**config.mk**
```make
export PLATFORM = sky130hd
export DESIGN_NAME = dwt_synth_stage_flat
export DESIGN_NICKNAME = d
export VERILOG_FILES = /design/src/rtl/dwt_pkg.sv /design/src/rtl/dwt_synth_stage_if.sv /design/src/rtl/dwt_round_sat.sv /design/src/rtl/dwt_synth_stage.sv /design/src/flat_wrapper.sv
export SDC_FILE = /design/constraint.sdc
export NUM_CORES = 2
export LEC_CHECK = 0
export CAP_MARGIN = 20
export CORE_MARGIN = 10
export CORE_UTILIZATION = 45
export CTS_CLUSTER_DIAMETER = 50
export DETAILED_ROUTE_END_ITERATION = 8
export PLACE_DENSITY = 0.59
export SLEW_MARGIN = 10
export SYNTH_ARGS = -nofsm -noshare
export SYNTH_HDL_FRONTEND = slang
export SYNTH_SLANG_ARGS = --single-unit
```
**constraint.sdc**
```tcl
create_clock -name iclk -period 10.6 [get_ports iclk]
set_clock_uncertainty 0.05 [all_clocks]
set_input_delay 2.65 -clock iclk [delete_from_list [all_inputs] [get_ports iclk]]
set_output_delay 2.65 -clock iclk [all_outputs]
set_load 0.02 [all_outputs]
```
**src/rtl/dwt_pkg.sv**
```systemverilog
// dwt_pkg: shared types, default reconstruction taps and
// accumulator sizing for the inverse-DWT synthesis stage.
package dwt_pkg;

  localparam int DEF_COEF_W = 18;
  localparam int DEF_NTAPS  = 12;

  typedef enum logic [1:0] {
    MODE_SUM = 2'd0,
    MODE_L   = 2'd1,
    MODE_H   = 2'd2
  } mode_t;

  typedef enum logic [2:0] {
    IDLE,
    MAC_E,
    OUT_E,
    MAC_O,
    OUT_O
  } state_t;

  typedef logic signed [DEF_COEF_W-1:0] coef_t;

  localparam coef_t cL_R_DEF [DEF_NTAPS] = '{
    18'sd7309,   18'sd32415, 18'sd49226,
    18'sd20660, -18'sd14829, -18'sd8505,
    18'sd6389,   18'sd1803,  -18'sd2070,
    18'sd36,     18'sd313,   -18'sd71
  };

  localparam coef_t cH_R_DEF [DEF_NTAPS] = '{
    -18'sd71,    -18'sd314,   18'sd36,
    18'sd2069,   18'sd1803,  -18'sd6390,
    -18'sd8505,  18'sd14828,  18'sd20660,
    -18'sd49227, 18'sd32415, -18'sd7310
  };

  // Product width plus growth for NH terms plus one guard bit.
  function automatic int f_acc_w(
    input int idat_w,
    input int coef_w,
    input int ntaps
  );
    return idat_w + coef_w + $clog2(ntaps / 2) + 1;
  endfunction

endpackage

```
**src/rtl/dwt_synth_stage_if.sv**
```systemverilog
// dwt_synth_stage_if: sample-pair input and reconstructed
// sample output bundle of one synthesis stage.
interface dwt_synth_stage_if #(
  parameter int pIDAT_W = 18,
  parameter int pODAT_W = 20
);

  logic                      iclk_ena;
  logic                      iena;
  logic signed [pIDAT_W-1:0] idat_l;
  logic signed [pIDAT_W-1:0] idat_h;
  logic [1:0]                imode;
  logic signed [pODAT_W-1:0] odat;
  logic                      oena;
  logic                      osat;
  logic                      obusy;
  logic                      oovr;

  modport master (
    output iclk_ena, iena, idat_l, idat_h, imode,
    input  odat, oena, osat, obusy, oovr
  );

  modport slave (
    input  iclk_ena, iena, idat_l, idat_h, imode,
    output odat, oena, osat, obusy, oovr
  );

endinterface

```
**src/rtl/dwt_round_sat.sv**
```systemverilog
// dwt_round_sat: round-half-up by FRAC bits, then clamp
// to a signed OUT_W range with a clip flag.
module dwt_round_sat #(
  parameter int IN_W  = 41,
  parameter int FRAC  = 16,
  parameter int OUT_W = 20
) (
  input  logic signed [IN_W-1:0]  din_i,
  output logic signed [OUT_W-1:0] dout_o,
  output logic                    clip_o
);

  localparam int SH_W = IN_W + 1 - FRAC;

  localparam logic signed [IN_W:0] HALF =
    {{(IN_W + 1 - FRAC){1'b0}}, 1'b1, {(FRAC - 1){1'b0}}};

  localparam logic signed [SH_W-1:0] MAXV =
    {{(SH_W - OUT_W + 1){1'b0}}, {(OUT_W - 1){1'b1}}};

  localparam logic signed [SH_W-1:0] MINV =
    {{(SH_W - OUT_W + 1){1'b1}}, {(OUT_W - 1){1'b0}}};

  logic signed [IN_W:0]   rnd;
  logic signed [SH_W-1:0] sh;
  logic                   unused_lsb;

  assign rnd        = {din_i[IN_W-1], din_i} + HALF;
  assign sh         = rnd[IN_W:FRAC];
  assign unused_lsb = ^rnd[FRAC-1:0];

  always_comb begin
    dout_o = sh[OUT_W-1:0];
    clip_o = 1'b0;
    if (sh > MAXV) begin
      dout_o = MAXV[OUT_W-1:0];
      clip_o = 1'b1;
    end else if (sh < MINV) begin
      dout_o = MINV[OUT_W-1:0];
      clip_o = 1'b1;
    end
  end

endmodule

```
**src/rtl/dwt_synth_stage.sv**
```systemverilog
// dwt_synth_stage: polyphase inverse-DWT stage, one MAC per
// band, two rounded/saturated outputs per accepted pair.
module dwt_synth_stage
  import dwt_pkg::*;
#(
  parameter int pIDAT_W    = 18,
  parameter int pODAT_W    = 20,
  parameter int pCOEF_W    = 18,
  parameter int pCOEF_FRAC = 16,
  parameter int pNTAPS     = 12,
  parameter logic signed [pCOEF_W-1:0] cL_R [pNTAPS] = cL_R_DEF,
  parameter logic signed [pCOEF_W-1:0] cH_R [pNTAPS] = cH_R_DEF
) (
  input logic               iclk,
  input logic               irst,
  dwt_synth_stage_if.slave  bus
);

  localparam int NH    = pNTAPS / 2;
  localparam int KW    = $clog2(NH);
  localparam int ACC_W = f_acc_w(pIDAT_W, pCOEF_W, pNTAPS);
  localparam int SUM_W = ACC_W + 1;
  localparam int PRD_W = pIDAT_W + pCOEF_W;

  typedef logic signed [pIDAT_W-1:0] smp_t;
  typedef logic signed [ACC_W-1:0]   acc_t;

  state_t state_q, state_d;
  logic [KW-1:0] k_q, k_d;
  mode_t mode_q, mode_d;
  smp_t xl_q [NH];
  smp_t xl_d [NH];
  smp_t xh_q [NH];
  smp_t xh_d [NH];
  acc_t accl_q, accl_d;
  acc_t acch_q, acch_d;
  logic signed [pODAT_W-1:0] odat_q, odat_d;
  logic oena_q, oena_d;
  logic osat_q, osat_d;
  logic oovr_q, oovr_d;

  logic                      strobe;
  logic                      accept;
  logic                      k_last;
  logic                      ph;
  logic [KW:0]               tap;
  logic signed [PRD_W-1:0]   prod_l;
  logic signed [PRD_W-1:0]   prod_h;
  logic signed [SUM_W-1:0]   sum;
  logic signed [pODAT_W-1:0] rs_dat;
  logic                      rs_clip;

  assign strobe = bus.iclk_ena & bus.iena;
  assign accept = strobe & (state_q == IDLE);
  assign k_last = (k_q == KW'(NH - 1));
  assign ph     = (state_q == MAC_O);
  // Even phase uses taps 2k, odd phase 2k+1.
  assign tap    = {k_q, ph};
  assign prod_l = PRD_W'(cL_R[tap]) * PRD_W'(xl_q[k_q]);
  assign prod_h = PRD_W'(cH_R[tap]) * PRD_W'(xh_q[k_q]);

  always_comb begin
    unique case (mode_q)
      MODE_L:  sum = SUM_W'(accl_q);
      MODE_H:  sum = SUM_W'(acch_q);
      default: sum = SUM_W'(accl_q) + SUM_W'(acch_q);
    endcase
  end

  dwt_round_sat #(
    .IN_W  (SUM_W),
    .FRAC  (pCOEF_FRAC),
    .OUT_W (pODAT_W)
  ) u_rs (
    .din_i  (sum),
    .dout_o (rs_dat),
    .clip_o (rs_clip)
  );

  always_comb begin
    state_d = state_q;
    k_d     = k_q;
    mode_d  = mode_q;
    xl_d    = xl_q;
    xh_d    = xh_q;
    accl_d  = accl_q;
    acch_d  = acch_q;
    odat_d  = odat_q;
    oena_d  = 1'b0;
    osat_d  = 1'b0;
    oovr_d  = oovr_q | (strobe & (state_q != IDLE));
    unique case (state_q)
      IDLE: begin
        if (accept) begin
          state_d = MAC_E;
          k_d     = '0;
          accl_d  = '0;
          acch_d  = '0;
          xl_d[0] = bus.idat_l;
          xh_d[0] = bus.idat_h;
          for (int i = 1; i < NH; i++) begin
            xl_d[i] = xl_q[i-1];
            xh_d[i] = xh_q[i-1];
          end
          unique case (1'b1)
            (bus.imode == 2'd1): mode_d = MODE_L;
            (bus.imode == 2'd2): mode_d = MODE_H;
            default:             mode_d = MODE_SUM;
          endcase
        end
      end
      MAC_E, MAC_O: begin
        accl_d = accl_q + ACC_W'(prod_l);
        acch_d = acch_q + ACC_W'(prod_h);
        k_d    = k_q + KW'(1);
        if (k_last) begin
          k_d     = '0;
          state_d = (state_q == MAC_E) ? OUT_E : OUT_O;
        end
      end
      OUT_E, OUT_O: begin
        state_d = (state_q == OUT_E) ? MAC_O : IDLE;
        accl_d  = '0;
        acch_d  = '0;
        odat_d  = rs_dat;
        oena_d  = 1'b1;
        osat_d  = rs_clip;
      end
      default: state_d = IDLE;
    endcase
  end

  always_ff @(posedge iclk) begin
    if (irst) begin
      state_q <= IDLE;
      k_q     <= '0;
      mode_q  <= MODE_SUM;
      for (int i = 0; i < NH; i++) begin
        xl_q[i] <= '0;
        xh_q[i] <= '0;
      end
      accl_q  <= '0;
      acch_q  <= '0;
      odat_q  <= '0;
      oena_q  <= 1'b0;
      osat_q  <= 1'b0;
      oovr_q  <= 1'b0;
    end else begin
      state_q <= state_d;
      k_q     <= k_d;
      mode_q  <= mode_d;
      xl_q    <= xl_d;
      xh_q    <= xh_d;
      accl_q  <= accl_d;
      acch_q  <= acch_d;
      odat_q  <= odat_d;
      oena_q  <= oena_d;
      osat_q  <= osat_d;
      oovr_q  <= oovr_d;
    end
  end

  assign bus.odat  = odat_q;
  assign bus.oena  = oena_q;
  assign bus.osat  = osat_q;
  assign bus.obusy = (state_q != IDLE);
  assign bus.oovr  = oovr_q;

endmodule

```
**src/flat_wrapper.sv**
```systemverilog
// flat-port wrapper written by rule: the top's interface ports become plain ports
module dwt_synth_stage_flat import dwt_pkg::*;
#(
  parameter int pIDAT_W    = 18,
  parameter int pODAT_W    = 20,
  parameter int pCOEF_W    = 18,
  parameter int pCOEF_FRAC = 16,
  parameter int pNTAPS     = 12,
  parameter logic signed [pCOEF_W-1:0] cL_R [pNTAPS] = cL_R_DEF,
  parameter logic signed [pCOEF_W-1:0] cH_R [pNTAPS] = cH_R_DEF
)
  (iclk, irst, bus_iclk_ena, bus_iena, bus_idat_l, bus_idat_h, bus_imode, bus_odat, bus_oena, bus_osat, bus_obusy, bus_oovr);
  dwt_synth_stage_if #(.pIDAT_W(pIDAT_W), .pODAT_W(pODAT_W)) bus_i ();
  input logic iclk;
  input logic irst;
  input wire logic [$bits(bus_i.iclk_ena)-1:0] bus_iclk_ena;
  input wire logic [$bits(bus_i.iena)-1:0] bus_iena;
  input wire logic [$bits(bus_i.idat_l)-1:0] bus_idat_l;
  input wire logic [$bits(bus_i.idat_h)-1:0] bus_idat_h;
  input wire logic [$bits(bus_i.imode)-1:0] bus_imode;
  output wire logic [$bits(bus_i.odat)-1:0] bus_odat;
  output wire logic [$bits(bus_i.oena)-1:0] bus_oena;
  output wire logic [$bits(bus_i.osat)-1:0] bus_osat;
  output wire logic [$bits(bus_i.obusy)-1:0] bus_obusy;
  output wire logic [$bits(bus_i.oovr)-1:0] bus_oovr;
  assign bus_i.iclk_ena = bus_iclk_ena;
  assign bus_i.iena = bus_iena;
  assign bus_i.idat_l = bus_idat_l;
  assign bus_i.idat_h = bus_idat_h;
  assign bus_i.imode = bus_imode;
  assign bus_odat = bus_i.odat;
  assign bus_oena = bus_i.oena;
  assign bus_osat = bus_i.osat;
  assign bus_obusy = bus_i.obusy;
  assign bus_oovr = bus_i.oovr;
  dwt_synth_stage #(.pIDAT_W(pIDAT_W), .pODAT_W(pODAT_W), .pCOEF_W(pCOEF_W), .pCOEF_FRAC(pCOEF_FRAC), .pNTAPS(pNTAPS), .cL_R(cL_R), .cH_R(cH_R)) u_core (.iclk(iclk), .irst(irst), .bus(bus_i));
endmodule
```
======== Word-level counts from Yosys, hierarchy flattened ========
Memory sizes are Yosys's and may differ from the RTL's.
Cells that the tools add are included.
operators by class
  add/subtract/negate cells ............... 5
  multipliers ............................. 2
  order comparisons ....................... 4
  equality and inequality tests ........... 11
  muxes and demuxes ....................... 28
  bitwise logic cells ..................... 7
  reductions and logical operators ........ 11
operators with widths
  cell                      number
  $pmux W40 S3              2
  $mux W18                  8
  $bmux W18 S3              2
  $pmux W41 S2              1
  $add A40 B36 Y40          2
  $mul A18 B18 Y36          2
  $add A41 B17 Y42 const B  1
  $add A40 B40 Y41          1
  $mux W20                  2
  $mux W40                  1
  $gt A26 B20 Y1 const B    1
  $lt A26 B20 Y1 const B    1
  $mux W3                   5
  $pmux W3 S3               1
  $reduce_and A2 Y1         4
  $eq A3 B2 Y1 const B      2
  $eq A3 B3 Y1 const B      2
  $pmux W3 S2               1
  $reduce_bool A3 Y1        2
  $reduce_or A2 Y1          3
  $ge A5 B5 Y1 const B      1
  $not A4 Y5                1
  $eq A2 B1 Y1 const B      2
  $eq A2 B2 Y1 const B      2
  other kinds (13)          18
word-level totals
  register bits ........................... 327
  bits in read-only memories .............. 576
  word-level logic and storage cells ...... 91
  memories kept ........................... 2
memory list
  name              words  width  rd ports  clocked after Yosys merged registers in  write ports  RTL line               text
  (name not given)  16     18     1         0                                        0            dwt_synth_stage.sv:59  assign prod_l = PRD_W'(cL_R[tap]) * PRD_W'(xl_q[k_q]);
  (name not given)  16     18     1         0                                        0            dwt_synth_stage.sv:60  assign prod_h = PRD_W'(cH_R[tap]) * PRD_W'(xh_q[k_q]);

======== Depth between registers and ports, before layout ========
  depth in word-level cells ............... 8
  gate-level depth with buffers ........... 36

======== Hierarchy ========
A second synthesis with hierarchy kept.
second synthesis, totals
  cell total of the unflattened synthesis .. 4932
  area total of the unflattened synthesis .. 42998.7 µm²
by module, submodules not included
  module           times used  cells an instance  area each (µm²)
  dwt_synth_stage  1           4784               41987.8
  dwt_round_sat    1           148                1011.0

======== Worst setup path before layout ========
No wires, ideal clock.
  kind .................................... register to register
  start ................................... reg u_core.k_q[0]
  end ..................................... reg u_core.accl_q[39]
  setup time .............................. 0.129 ns
  arrival ................................. 8.996 ns
  path slack .............................. 1.425 ns
  stages on the path, launching flop included .. 29
  period minus slack after synthesis ...... 9.175 ns
  path through ............................ dfxtp_1 -> clkbuf_1 -> buf_1 -> inv_1 -> ha_1 -> nor2_1 -> a21oi_1 -> or2_2 -> inv_1 -> fa_1 -> fa_1 -> fa_1 -> fa_1 -> fa_1 -> fa_1 -> ha_1 -> ha_1 -> a21o_1 -> a21o_1 -> a211oi_1 -> a21oi_1 -> a41o_1 -> o211a_1 -> a31oi_1 -> o21ba_2 -> o21ai_0 -> a21oi_1 -> xnor2_1 -> o21ai_0
on the way
  longest elaborated chain between the ends .. 7
  elaborated cells between the ends (all ways) .. 11
RTL lines
  element                                                                RTL line                text
  from (decl)                                                            dwt_synth_stage.sv:29   logic [KW-1:0] k_q, k_d;
  from (signal assigned)                                                 dwt_synth_stage.sv:150  k_q <= k_d;
  $not A4 Y5 (implied by the code) / $not A3 Y4 (equally long branches)  dwt_synth_stage.sv:59
  $mem_v2 Z16 W18 / $bmux W18 S3 (equally long branches)                 n/a
  $mux W18 (implied by the code) (2 in series)                           dwt_synth_stage.sv:59
  $mul A18 B18 Y36 (*)                                                   dwt_synth_stage.sv:59
  $add A40 B36 Y40 (*)                                                   dwt_synth_stage.sv:113  accl_d = accl_q + ACC_W'(prod_l);
  $pmux W40 S3 (*)                                                       dwt_synth_stage.sv:92   unique case (state_q)
  to (signal assigned)                                                   dwt_synth_stage.sv:154  accl_q <= accl_d;
  to (decl)                                                              dwt_synth_stage.sv:35   acc_t accl_q, accl_d;
Every way passes the cells marked *; elsewhere a longest branch is shown, timed or not. The select of a mux whose other input is x is not followed.
A chain may end at the register's enable or synchronous reset.

======== Worst setup path after layout ========
  start ................................... reg u_core.k_q[0]
  end ..................................... reg u_core.acch_q[38]
on the way
  longest elaborated chain between the ends .. 7
  elaborated cells between the ends (all ways) .. 11
RTL lines
  element                                                                RTL line                text
  $not A4 Y5 (implied by the code) / $not A3 Y4 (equally long branches)  dwt_synth_stage.sv:60
  $mem_v2 Z16 W18 / $bmux W18 S3 (equally long branches)                 n/a
  $mux W18 (implied by the code) (2 in series)                           dwt_synth_stage.sv:60
  $mul A18 B18 Y36 (*)                                                   dwt_synth_stage.sv:60
  $add A40 B36 Y40 (*)                                                   dwt_synth_stage.sv:114  acch_d = acch_q + ACC_W'(prod_h);
  $pmux W40 S3 (*)                                                       dwt_synth_stage.sv:92
  to (signal assigned)                                                   dwt_synth_stage.sv:155  acch_q <= acch_d;
  to (decl)                                                              dwt_synth_stage.sv:36   acc_t acch_q, acch_d;
Marked as above.

==> summary.txt <==
Reg-to-Reg End: u_core.acch_q[38]
1st-iter DRT viols: 2290
commonest register cell after synthesis: dfxtp_1
Final ANT Viol Nets: 0
Worst Path Required: 11040 ps
gr usage total: 0.2234
CTS clk-pin slew, worst paths: 60 ps
CTS H-tree lvls: 2
dpl cells: 6150
Post-CTS Setup Bufs: 0
status: completed
DR WL/cell: 18.96 µm
Final WS setup: 951.5 ps
placed cell areas: 45000 µm²
Fin Setup TNS: 0 ps
worst min-delay path class: register to register
first-pass GRT wire length: 193700 µm
first-pass iteration count of the detailed router: 6
Site Rows: 113
total CTS buffers: 48
headroom to the max-slew limit: 0.2120
worst slack, placed: 1031 ps
worst path arrival time: 10090 ps
DR vias/cell: 5.332
Net count, final: 6016
Max Cap Viol: 0
CTS Buffer Depth: 3
hold path depth: 2
Min-Delay Endpoint: u_core.xh_q[1]
Post-Layout Cell Count: 6238
initial antenna violation count: 0
EDFF count, synth: 0
commonest non-fill, non-tap cells in the layout: 841 x inv_1, 816 x nand2_1, 742 x fa_1, 453 x nor2_1, 355 x a21oi_1
design area: 46700 µm²
r2r worst-path depth: 27
WL final: 118300 µm
Initial Util: 0.4523
crit share post-route: 0.9102
Final Util: 0.4923
# DRC: 0
Layout area overhead: 8.850%
Post-synth ARST share: 0
Synth Area per Inst: 8.659 µm²
die area: 108100 µm²
hold_sp: u_core.xh_q[19]
largest net degree at the start of global routing: 218
chip width: 328.8 µm
commonest non-fill, non-tap cell in the layout: inv_1
Netlist cell types: 89
CTS resizes: 0
CP Launch Type: register
origin of the critical flop-to-flop path: u_core.k_q[0]
vias in the first global route: 34589
minimum clock period: 9648 ps
Num Clock Sinks: 327
total core area: 94870 µm²
post-synthesis sequential area ratio: 0.1526
die height: 328.8 µm
cell area after synthesis: 42910 µm²
Static Leak: 21.92 nW
port bufs: 65
critical path's largest stage delay: 740 ps
GP Congestion: 0.9227
critical path peak fanout: 36
Ys Warns: 0
CTS tree: done
Slowest cell on crit path: dfxtp_4
final hold violation count: 0
antenna diode count: 0
RSZ-0062 raised after global routing: false
clk_lat worst skew: 610 ps
layout cells sized above 1: 0.05087
measured slew at the worst slew-check pin: 1174 ps
# IOs: 66
WS Path Type: register to register
Max Fclk: 0.1036 GHz
r2r setup slk: 950 ps
count of final setup violators: 0
CTS hold repair buffers: 0
GRT Residual Overflow: 0
DR vias: 33259
Slew Limit Fails: 0
Post-Syn Nets: 6034
Mapped Cells: 4955
flops & latches, synth: 327
most used cell, CP: fa_1
Peak VDD IR: 0.1327 mV
Root Buffer: clkbuf_16
dpl hpwl: 95260 µm
Worst Setup End Kind: register
PD cells: 155.2 nW/µm²
-- per-stage QoR --
| step | power (mW) | hold WS [ps] |
|---|---|---|
| 6_report | 7.249 | 402.4 |
| 5_1_grt | 7.942 | 418.2 |
| 4_1_cts | 7.293 | 404.4 |
| 3_5_place_dp | 5.536 | 396.3 |
| 3_3_place_gp | 5.524 | 390.9 |
| 2_1_floorplan | 4.539 | 386.0 |
-- Yosys cell counts (all sizes together), types with 19 or more instances --
library cell	instances	area (µm²)
dfxtp	327	6546
o21ai	100	500.5
xnor2	72	630.6
ha	295	3691
a21oi	356	1785
nand2b	55	344.1
inv	842	3161
o311ai	20	262.8
buf	36	162.6
xor2	27	236.5
mux4	36	810.8
o21a	31	232.7
nor3	27	140.1
and2	52	327.8
a22oi	73	548.0
clkbuf	181	679.4
nor2b	23	143.9
a21o	58	435.4
a211oi	19	152.6
mux2i	49	490.5
nor2	453	1700
nand2	816	3063
fa	742	14850
nand3	38	190.2
-- area by class of cell --
cell class | instances | area, µm²
Inverter | 843 | 3164
Sequential cell | 327 | 6551
Clock buffer | 62 | 1324
Clock inverter | 24 | 359.1
Timing Repair Buffer | 149 | 1331
Tap cell | 1265 | 1583
Fill cell | 9207 | 48170
Multi-Input combinational cell | 3568 | 32390
-- registers in the layout, summed over array words and instances, names as in the netlist, 2 cells and up --
signal	count
u_core.acch_q	40
u_core.accl_q	40
u_core.bus.odat	20
u_core.k_q	3
u_core.mode_q	2
u_core.state_q	3
u_core.xh_q	108
u_core.xl_q	108
-- cell families after synthesis --
family,Yosys count,share of synthesized area
DFF,327,0.1526
and+or+nand+nor,1553,0.1525
muxes,86,0.03059
adders and majority gates,1037,0.4322
AOI/OAI and AO/OA,793,0.1185
xor gates and xnor gates,99,0.02021
buffers and inverters,1060,0.09337
-- worst max-delay path by stage --
stage | start | endpoint | slack, ps | cells after the start
global route | u_core.state_q[0] | u_core.acch_q[39] | 440 | 29
finish | u_core.k_q[0] | u_core.acch_q[38] | 950 | 27
CTS | u_core.k_q[0] | u_core.acch_q[38] | 1020 | 27
floorplan | u_core.k_q[0] | u_core.accl_q[39] | 1420 | 28
detailed placement | u_core.k_q[0] | u_core.acch_q[38] | 1030 | 27
global placement | u_core.k_q[0] | u_core.acch_q[38] | 1190 | 29
-- critical path, delay by kind of cell (launching register included) --
| family | cells | cell delay, ps |
|---|---|---|
| fa+ha+maj | 9 | 4020 |
| buf+inv | 3 | 390 |
| simple gates | 2 | 380 |
| flops | 1 | 740 |
| compound gates | 13 | 3930 |
-- per-layer routing --
metal | part of all wire | GRT usage | routed length (µm)
met1 | 0.46 | 0.3099 | 54090
met2 | 0.47 | 0.3693 | 55420
met3 | 0.048 | 0.02487 | 5706
met4 | 0.026 | 0.05599 | 3037
met5 | 0 | 0 | 0
-- report_power, final --
part,internal (mW),total (mW),switching (mW),leakage (nW)
clock network,1.04,1.67,0.632,0.820
logic,1.74,4.17,2.43,18.5
registers,1.30,1.41,0.107,2.64
(Power assumes the default switching activity.)
